File: src/rtl/udp_ip_pkg.sv
// Shared UDP/IPv4 framing definitions used by the rx_unpack and tx_pack datapaths.
// Header word indices count 16-bit big-endian words from the first byte of the Ethernet header.
package udp_ip_pkg;

  localparam logic [15:0] ETH_TYPE_IP   = 16'h0800;
  localparam logic [7:0]  IP_VER_IHL    = 8'h45;
  localparam logic [7:0]  IP_PROTO_UDP  = 8'h11;
  localparam int          HDR_WORDS     = 21;
  localparam int          UDP_HDR_BYTES = 8;

  localparam logic [15:0] MAC_BCAST_WORD = 16'hFFFF;
  localparam logic [15:0] UDP_LEN_MIN    = 16'd9;

  localparam logic [4:0] W_MAC_LAST = 5'd2;
  localparam logic [4:0] W_ETYPE    = 5'd6;
  localparam logic [4:0] W_VER_IHL  = 5'd7;
  localparam logic [4:0] W_PROTO    = 5'd11;
  localparam logic [4:0] W_DIP_HI   = 5'd15;
  localparam logic [4:0] W_DIP_LO   = 5'd16;
  localparam logic [4:0] W_DPORT    = 5'd18;
  localparam logic [4:0] W_UDP_LEN  = 5'd19;
  localparam logic [4:0] W_HDR_LAST = 5'(HDR_WORDS - 1);

  localparam int          FIFO_DEPTH   = 8;
  localparam int          FIFO_AW      = 3;
  localparam logic [FIFO_AW:0] RDY_USED_MAX = 4'd4;

  typedef enum logic [1:0] {
    ST_IDLE    = 2'd0,
    ST_HDR     = 2'd1,
    ST_PAYLOAD = 2'd2,
    ST_DISCARD = 2'd3
  } rx_state_e;

  typedef struct packed {
    logic [15:0] data;
    logic        sop;
    logic        eop;
    logic        mty;
  } stream_word_t;

  function automatic logic [15:0] mac_word(input logic [47:0] mac, input logic [4:0] idx);
    case (idx)
      5'd0:    return mac[47:32];
      5'd1:    return mac[31:16];
      default: return mac[15:0];
    endcase
  endfunction

endpackage

File: src/rtl/rx_fifo.sv
// Synchronous FIFO holding unpacked payload words {data,sop,eop,mty} with an occupancy count.
// Read data is presented combinationally from the head entry; the consumer registers it.
module rx_fifo
  import udp_ip_pkg::*;
#(
  parameter int DEPTH = FIFO_DEPTH,
  parameter int W     = $bits(stream_word_t)
) (
  input  logic                     clk,
  input  logic                     rst_n,
  input  logic                     wr_en,
  input  logic [W-1:0]             wr_data,
  input  logic                     rd_en,
  output logic [W-1:0]             rd_data,
  output logic [$clog2(DEPTH):0]   used,
  output logic                     empty
);

  localparam int AW = $clog2(DEPTH);
  localparam logic [AW:0] CNT_ONE  = (AW+1)'(1);
  localparam logic [AW:0] CNT_FULL = (AW+1)'(DEPTH);

  logic [W-1:0]  mem [DEPTH];
  logic [AW-1:0] wr_ptr;
  logic [AW-1:0] rd_ptr;
  logic          full;
  logic          do_wr;
  logic          do_rd;

  assign full    = (used == CNT_FULL);
  assign empty   = (used == '0);
  assign do_wr   = wr_en && !full;
  assign do_rd   = rd_en && !empty;
  assign rd_data = mem[rd_ptr];

  always_ff @(posedge clk) begin
    if (do_wr) mem[wr_ptr] <= wr_data;
  end

  always_ff @(posedge clk or negedge rst_n) begin
    if (!rst_n) begin
      wr_ptr <= '0;
      rd_ptr <= '0;
      used   <= '0;
    end else begin
      if (do_wr) wr_ptr <= wr_ptr + 1'b1;
      if (do_rd) rd_ptr <= rd_ptr + 1'b1;
      unique case ({do_wr, do_rd})
        2'b10:   used <= used + CNT_ONE;
        2'b01:   used <= used - CNT_ONE;
        default: ;
      endcase
    end
  end

endmodule

File: src/rtl/rx_unpack.sv
// Receive-side UDP/IPv4 unpacker: validates the Ethernet/IP/UDP header against our own
// address and port, and forwards only the UDP payload, trimmed to the UDP length.
//
// state      | meaning
// -----------+----------------------------------------------------------------
// ST_IDLE    | waiting for din_sop; non-sop words are thrown away
// ST_HDR     | consuming header words 1..20, accumulating match flags
// ST_PAYLOAD | writing payload words to the FIFO until UDP length or eop
// ST_DISCARD | dropping words of a rejected frame (or trailing padding) until eop
module rx_unpack
  import udp_ip_pkg::*;
(
  input  logic        clk,
  input  logic        rst_n,
  input  logic [47:0] cfg_mac_s,
  input  logic [31:0] cfg_sip,
  input  logic [15:0] cfg_sport,
  input  logic [15:0] din,
  input  logic        din_vld,
  input  logic        din_sop,
  input  logic        din_eop,
  input  logic        din_mty,
  output logic        din_rdy,
  output logic [15:0] dout,
  output logic        dout_vld,
  output logic        dout_sop,
  output logic        dout_eop,
  output logic        dout_mty,
  input  logic        dout_rdy,
  output logic        drop,
  output logic        err_trunc
);

  rx_state_e      state;
  logic [4:0]     hdr_cnt;
  logic [15:0]    udp_len;
  logic [15:0]    remaining;
  logic           mac_ok;
  logic           bcast_ok;
  logic           hdr_ok;
  logic           pay_first;
  logic           pad_strip;

  logic           mac_hit;
  logic           bc_hit;
  logic           word_ok;
  logic           last_pay;

  logic           fifo_wr;
  stream_word_t   fifo_wdata;
  logic           fifo_rd;
  stream_word_t   fifo_rdata;
  logic [FIFO_AW:0] fifo_used;
  logic           fifo_empty;

  assign mac_hit  = (din == mac_word(cfg_mac_s, hdr_cnt));
  assign bc_hit   = (din == MAC_BCAST_WORD);
  assign last_pay = (remaining <= 16'd2);

  always_comb begin
    word_ok = 1'b1;
    case (hdr_cnt)
      W_ETYPE:   word_ok = (din == ETH_TYPE_IP);
      W_VER_IHL: word_ok = (din[15:8] == IP_VER_IHL);
      W_PROTO:   word_ok = (din[7:0] == IP_PROTO_UDP);
      W_DIP_HI:  word_ok = (din == cfg_sip[31:16]);
      W_DIP_LO:  word_ok = (din == cfg_sip[15:0]);
      W_DPORT:   word_ok = (din == cfg_sport);
      W_UDP_LEN: word_ok = (din >= UDP_LEN_MIN);
      default:   word_ok = 1'b1;
    endcase
  end

  // Payload words go straight into the FIFO in their acceptance cycle to keep latency at 2.
  always_comb begin
    fifo_wr    = 1'b0;
    fifo_wdata = '0;
    if (din_vld && state == ST_PAYLOAD) begin
      fifo_wr         = 1'b1;
      fifo_wdata.data = din;
      fifo_wdata.sop  = pay_first;
      if (last_pay) begin
        fifo_wdata.eop = 1'b1;
        fifo_wdata.mty = (remaining == 16'd1);
      end else if (din_eop) begin
        fifo_wdata.eop = 1'b1;
        fifo_wdata.mty = din_mty;
      end
    end
  end

  always_ff @(posedge clk or negedge rst_n) begin
    if (!rst_n) begin
      state     <= ST_IDLE;
      hdr_cnt   <= '0;
      udp_len   <= '0;
      remaining <= '0;
      mac_ok    <= 1'b0;
      bcast_ok  <= 1'b0;
      hdr_ok    <= 1'b0;
      pay_first <= 1'b0;
      pad_strip <= 1'b0;
      din_rdy   <= 1'b0;
      drop      <= 1'b0;
      err_trunc <= 1'b0;
    end else begin
      drop      <= 1'b0;
      err_trunc <= 1'b0;
      // Three words can be in flight against a registered rdy, so stop at 5 used out of 8.
      din_rdy   <= (fifo_used <= RDY_USED_MAX);
      if (din_vld) begin
        case (state)
          ST_IDLE: begin
            if (din_sop) begin
              mac_ok   <= mac_hit;
              bcast_ok <= bc_hit;
              hdr_ok   <= 1'b1;
              if (din_eop) begin
                drop <= 1'b1;
              end else begin
                hdr_cnt <= 5'd1;
                state   <= ST_HDR;
              end
            end
          end
          ST_HDR: begin
            hdr_cnt <= hdr_cnt + 5'd1;
            hdr_ok  <= hdr_ok & word_ok;
            if (hdr_cnt <= W_MAC_LAST) begin
              mac_ok   <= mac_ok & mac_hit;
              bcast_ok <= bcast_ok & bc_hit;
            end
            if (hdr_cnt == W_UDP_LEN) udp_len <= din;
            if (din_eop) begin
              hdr_cnt <= '0;
              drop    <= 1'b1;
              state   <= ST_IDLE;
            end else if (hdr_cnt == W_HDR_LAST) begin
              hdr_cnt <= '0;
              if (hdr_ok && (mac_ok || bcast_ok)) begin
                remaining <= udp_len - 16'(UDP_HDR_BYTES);
                pay_first <= 1'b1;
                state     <= ST_PAYLOAD;
              end else begin
                pad_strip <= 1'b0;
                state     <= ST_DISCARD;
              end
            end
          end
          ST_PAYLOAD: begin
            pay_first <= 1'b0;
            if (last_pay) begin
              remaining <= '0;
              if (din_eop) begin
                state <= ST_IDLE;
              end else begin
                pad_strip <= 1'b1;
                state     <= ST_DISCARD;
              end
            end else if (din_eop) begin
              remaining <= '0;
              err_trunc <= 1'b1;
              state     <= ST_IDLE;
            end else begin
              remaining <= remaining - 16'd2;
            end
          end
          ST_DISCARD: begin
            if (din_eop) begin
              drop      <= !pad_strip;
              pad_strip <= 1'b0;
              state     <= ST_IDLE;
            end
          end
          default: state <= ST_IDLE;
        endcase
      end
    end
  end

  rx_fifo #(
    .DEPTH (FIFO_DEPTH),
    .W     ($bits(stream_word_t))
  ) u_rx_fifo (
    .clk     (clk),
    .rst_n   (rst_n),
    .wr_en   (fifo_wr),
    .wr_data (fifo_wdata),
    .rd_en   (fifo_rd),
    .rd_data (fifo_rdata),
    .used    (fifo_used),
    .empty   (fifo_empty)
  );

  assign fifo_rd = dout_rdy && !fifo_empty;

  // dout keeps its last value between reads; the qualifiers return to zero.
  always_ff @(posedge clk or negedge rst_n) begin
    if (!rst_n) begin
      dout     <= '0;
      dout_vld <= 1'b0;
      dout_sop <= 1'b0;
      dout_eop <= 1'b0;
      dout_mty <= 1'b0;
    end else if (fifo_rd) begin
      dout     <= fifo_rdata.data;
      dout_vld <= 1'b1;
      dout_sop <= fifo_rdata.sop;
      dout_eop <= fifo_rdata.eop;
      dout_mty <= fifo_rdata.mty;
    end else begin
      dout_vld <= 1'b0;
      dout_sop <= 1'b0;
      dout_eop <= 1'b0;
      dout_mty <= 1'b0;
    end
  end

endmodule
File: config.mk
export PLATFORM = sky130hd
export DESIGN_NAME = rx_unpack
export DESIGN_NICKNAME = d
export VERILOG_FILES = /design/src/rtl/udp_ip_pkg.sv /design/src/rtl/rx_fifo.sv /design/src/rtl/rx_unpack.sv
export SDC_FILE = /design/constraint.sdc
export NUM_CORES = 1
export LEC_CHECK = 0
export ABC_AREA = 1
export CAP_MARGIN = 25
export CORE_MARGIN = 2
export CORE_UTILIZATION = 45
export CTS_BUF_LIST = sky130_fd_sc_hd__clkbuf_4 sky130_fd_sc_hd__clkbuf_8
export CTS_CLUSTER_DIAMETER = 200
export DETAILED_ROUTE_END_ITERATION = 12
export MAX_ROUTING_LAYER = met4
export PLACE_DENSITY = 0.72
export SYNTH_ARGS = -nofsm -noshare
export SYNTH_HDL_FRONTEND = slang
export SYNTH_SLANG_ARGS = --single-unit
File: constraint.sdc
create_clock -name clk -period 10.5 [get_ports clk]
set_input_delay 3.15 -clock clk [delete_from_list [all_inputs] [get_ports clk]]
set_output_delay 3.15 -clock clk [all_outputs]
set_load 0.005 [all_outputs]
==> reports/results.txt <==
Mapped Area: 11470 um^2
Slew @ Worst Pin: 973.9 ps
CP max FO: 24
Vias per Instance: 5.434
commonest non-fill, non-tap cell in the layout: nand2_1
Post-DRT Antenna Nets: 0
Reg2Reg Setup Slack: 6990 ps
initial antenna violation count: 0
power per cell area: 232.8 nW/um^2
hold path depth: 1
# rows: 58
max_cap viols: 0
die area: 26780 um^2
status: completed
Worst EP arrival: 6150 ps
Nets: 1524
clock skew: 23.48 ps
Max-slew headroom: 0.3489
antenna cells: 0
Hold Buf Count CTS: 0
post-synthesis sequential area ratio: 0.5659
clk slew on worst S/H paths: 60 ps
Synth Register Bits: 229
worst r2r src: state[0]
HP Class: reg2reg
R2R depth: 15
CP max stage delay: 810 ps
hold path startpoint: u_rx_fifo.used[3]
P&R area growth vs syn: 21.80%
worst setup margin: 4759 ps
Initial Utilization: 0.4568
gr usage total: 0.2298
Post-Route Utilization: 0.5565
crit path launch type: input pin
Place WS: 4181 ps
fin. max-slew vios: 0
Crit Path Class: in2reg
Leakage: 5.569 nW
Pint: 1.997 mW
core area: 25110 um^2
Setup TNS: 0 ps
Switch Pwr: 1.257 mW
Comb pwr share: 0.391
crit path cell chain: clkdlybuf4s50_1, nand2_1, inv_1, ha_1, ha_1, nand2_1, nor2_1, a211oi_1, nor2_1, nor2_1, nand2_1, xor2_1
synth unique cells: 45
synth warn: 0
drt total wl: 29440 um
I/O Buffers: 141
Critical Path Sink Type: register
layout cells sized above 1: 0.07898
setup violators final: 0
Final Hold Fails: 0
largest net degree at the start of global routing: 79
PostCTS Resize Cnt: 0
CTS root buffer: clkbuf_8
Max Buffers Root-to-Sink: 3
wire length per cell: 16.84 um
DP HPWL: 20410 um
Worst Setup SP: dout_rdy
clk sink count: 229
final RePlAce weighted congestion: 0.9031
Clock power frac: 0.245
post-route cell area: 13970 um^2
most frequent cells in the layout: nand2_1, nor2_1, edfxtp_1
RSZ-0062 raised after global routing: false
Die Y: 163.7 um
CTS tree: yes
syn_nets: 1382
syn_area_per_cell: 9.206 um^2
CTS Buf Count: 39
FMAX: 174.2 MHz
Max stage delay cell, worst path: inv_1
Die Width: 163.7 um
Tcrit/Tclk final: 0.5468
vias in the first global route: 9076
Switching Share: 0.3863
Hold EP: din_rdy
worst vdd ir: 0.1668 mV
Reg power frac: 0.364
I/O pin count: 142
post-synthesis cell count: 1246
drt pass-1 iters: 5
DR vias: 9498
Setup Buffers After CTS: 0
drc violations: 0
placed inst area: 13160 um^2
clk_lat worst skew: 540 ps
Remaining Overflow, GRT: 0
H-tree depth: 2
worst path required time: 10910 ps
Tmin final: 5741 ps
first-pass GRT wire length: 47090 um
Initial DRC Count: 841
reg2reg end: u_rx_fifo.used[3]
-- cell type report --
class / count / area (um^2)
multi-input cells: 852 / 4303
repair buffers: 156 / 1562
fillers: 2238 / 11140
inverters: 110 / 412.9
flip-flops and latches: 229 / 6492
well taps: 330 / 412.9
clock inverters: 19 / 123.9
clock buffers: 52 / 665.6
-- metrics by stage --
stage	instances	power, mW	hold slack (ps)
2_1_floorplan	1246	2.076	422.0
3_3_place_gp	1675	2.423	451.1
3_5_place_dp	1676	2.468	456.6
4_1_cts	1747	3.272	467.5
5_1_grt	1748	3.500	494.8
6_report	1748	3.253	475.8
-- power groups by stage --
stage | Combinational [mW] | Sequential, mW | Clock, mW
after global placement | 1.22 | 1.20 | 0
after floorplan | 0.896 | 1.18 | 0
final | 1.27 | 1.19 | 0.797
after global routing | 1.44 | 1.20 | 0.861
after CTS | 1.27 | 1.19 | 0.813
after detailed placement | 1.27 | 1.20 | 0
-- worst max-delay path by stage --
stage | to | slack [ps]
after floorplan | u_rx_fifo.mem[1][0] | 4600
after global placement | u_rx_fifo.used[3] | 4230
after detailed placement | u_rx_fifo.used[3] | 4180
after CTS | u_rx_fifo.used[3] | 4730
after global routing | u_rx_fifo.used[3] | 4460
final | u_rx_fifo.used[3] | 4760
-- state kept, by name, indices dropped and copies added, names as in the netlist, 2 cells and up --
signal	flops
hdr_cnt	5
remaining	16
dout	16
u_rx_fifo.rd_ptr	3
u_rx_fifo.used	4
state	2
u_rx_fifo.wr_ptr	3
u_rx_fifo.mem	152
udp_len	16
-- worst max-delay path: cells and delay by family --
family | cells | cell delay (ps)
simple gates | 6 | 740
buf+inv | 2 | 1270
compound gates | 1 | 230
fa+ha+maj | 2 | 620
xor+xnor | 1 | 140
-- cells by family after synthesis --
group / Yosys count / synth area share
xor gates and xnor gates: 17 / 0.01298
AOI/OAI and AO/OA: 235 / 0.1195
adders and majority gates: 17 / 0.01920
buffers and inverters: 165 / 0.06337
DFF: 229 / 0.5659
and+or+nand+nor: 583 / 0.2190
-- cells in the mapped netlist, drive strengths merged --
cell | n | area, um^2
and2 | 1 | 6.260
o21bai | 1 | 7.510
o211ai | 19 | 142.6
xor2 | 14 | 122.6
nand3 | 74 | 395.4
inv | 110 | 412.9
nand2 | 265 | 1002
a41oi | 1 | 8.760
a21oi | 19 | 98.85
o31ai | 4 | 30.03
nor2 | 167 | 661.9
ha | 16 | 200.2
a22oi | 3 | 22.52
a21o | 1 | 7.510
nor3 | 24 | 120.1
or2 | 1 | 6.260
a31o | 2 | 17.52
edfxtp | 152 | 4564
a211oi | 1 | 7.510
a31oi | 6 | 37.54
xnor2 | 3 | 26.28
nand4 | 38 | 237.7
nor4 | 11 | 68.82
clkbuf | 41 | 204.0
a22o | 1 | 8.760
nand3b | 1 | 7.510
fa | 1 | 20.02
o22ai | 23 | 143.9
or3 | 1 | 6.260
buf | 14 | 110.1
dfrtp | 77 | 1927
o21ai | 136 | 680.7
o221ai | 18 | 157.7
-- layer usage --
| layer | wire length, um | global-route usage | vias to the layer above |
|---|---|---|---|
| met5 | 0 | - | - |
| met4 | 680 | 0.07177 | 0 |
| met3 | 2111 | 0.04342 | 59 |
| met2 | 13730 | 0.3549 | 420 |
| met1 | 12920 | 0.3089 | 4416 |
| li1 | - | - | 4603 |
(Power assumes the default switching activity.)
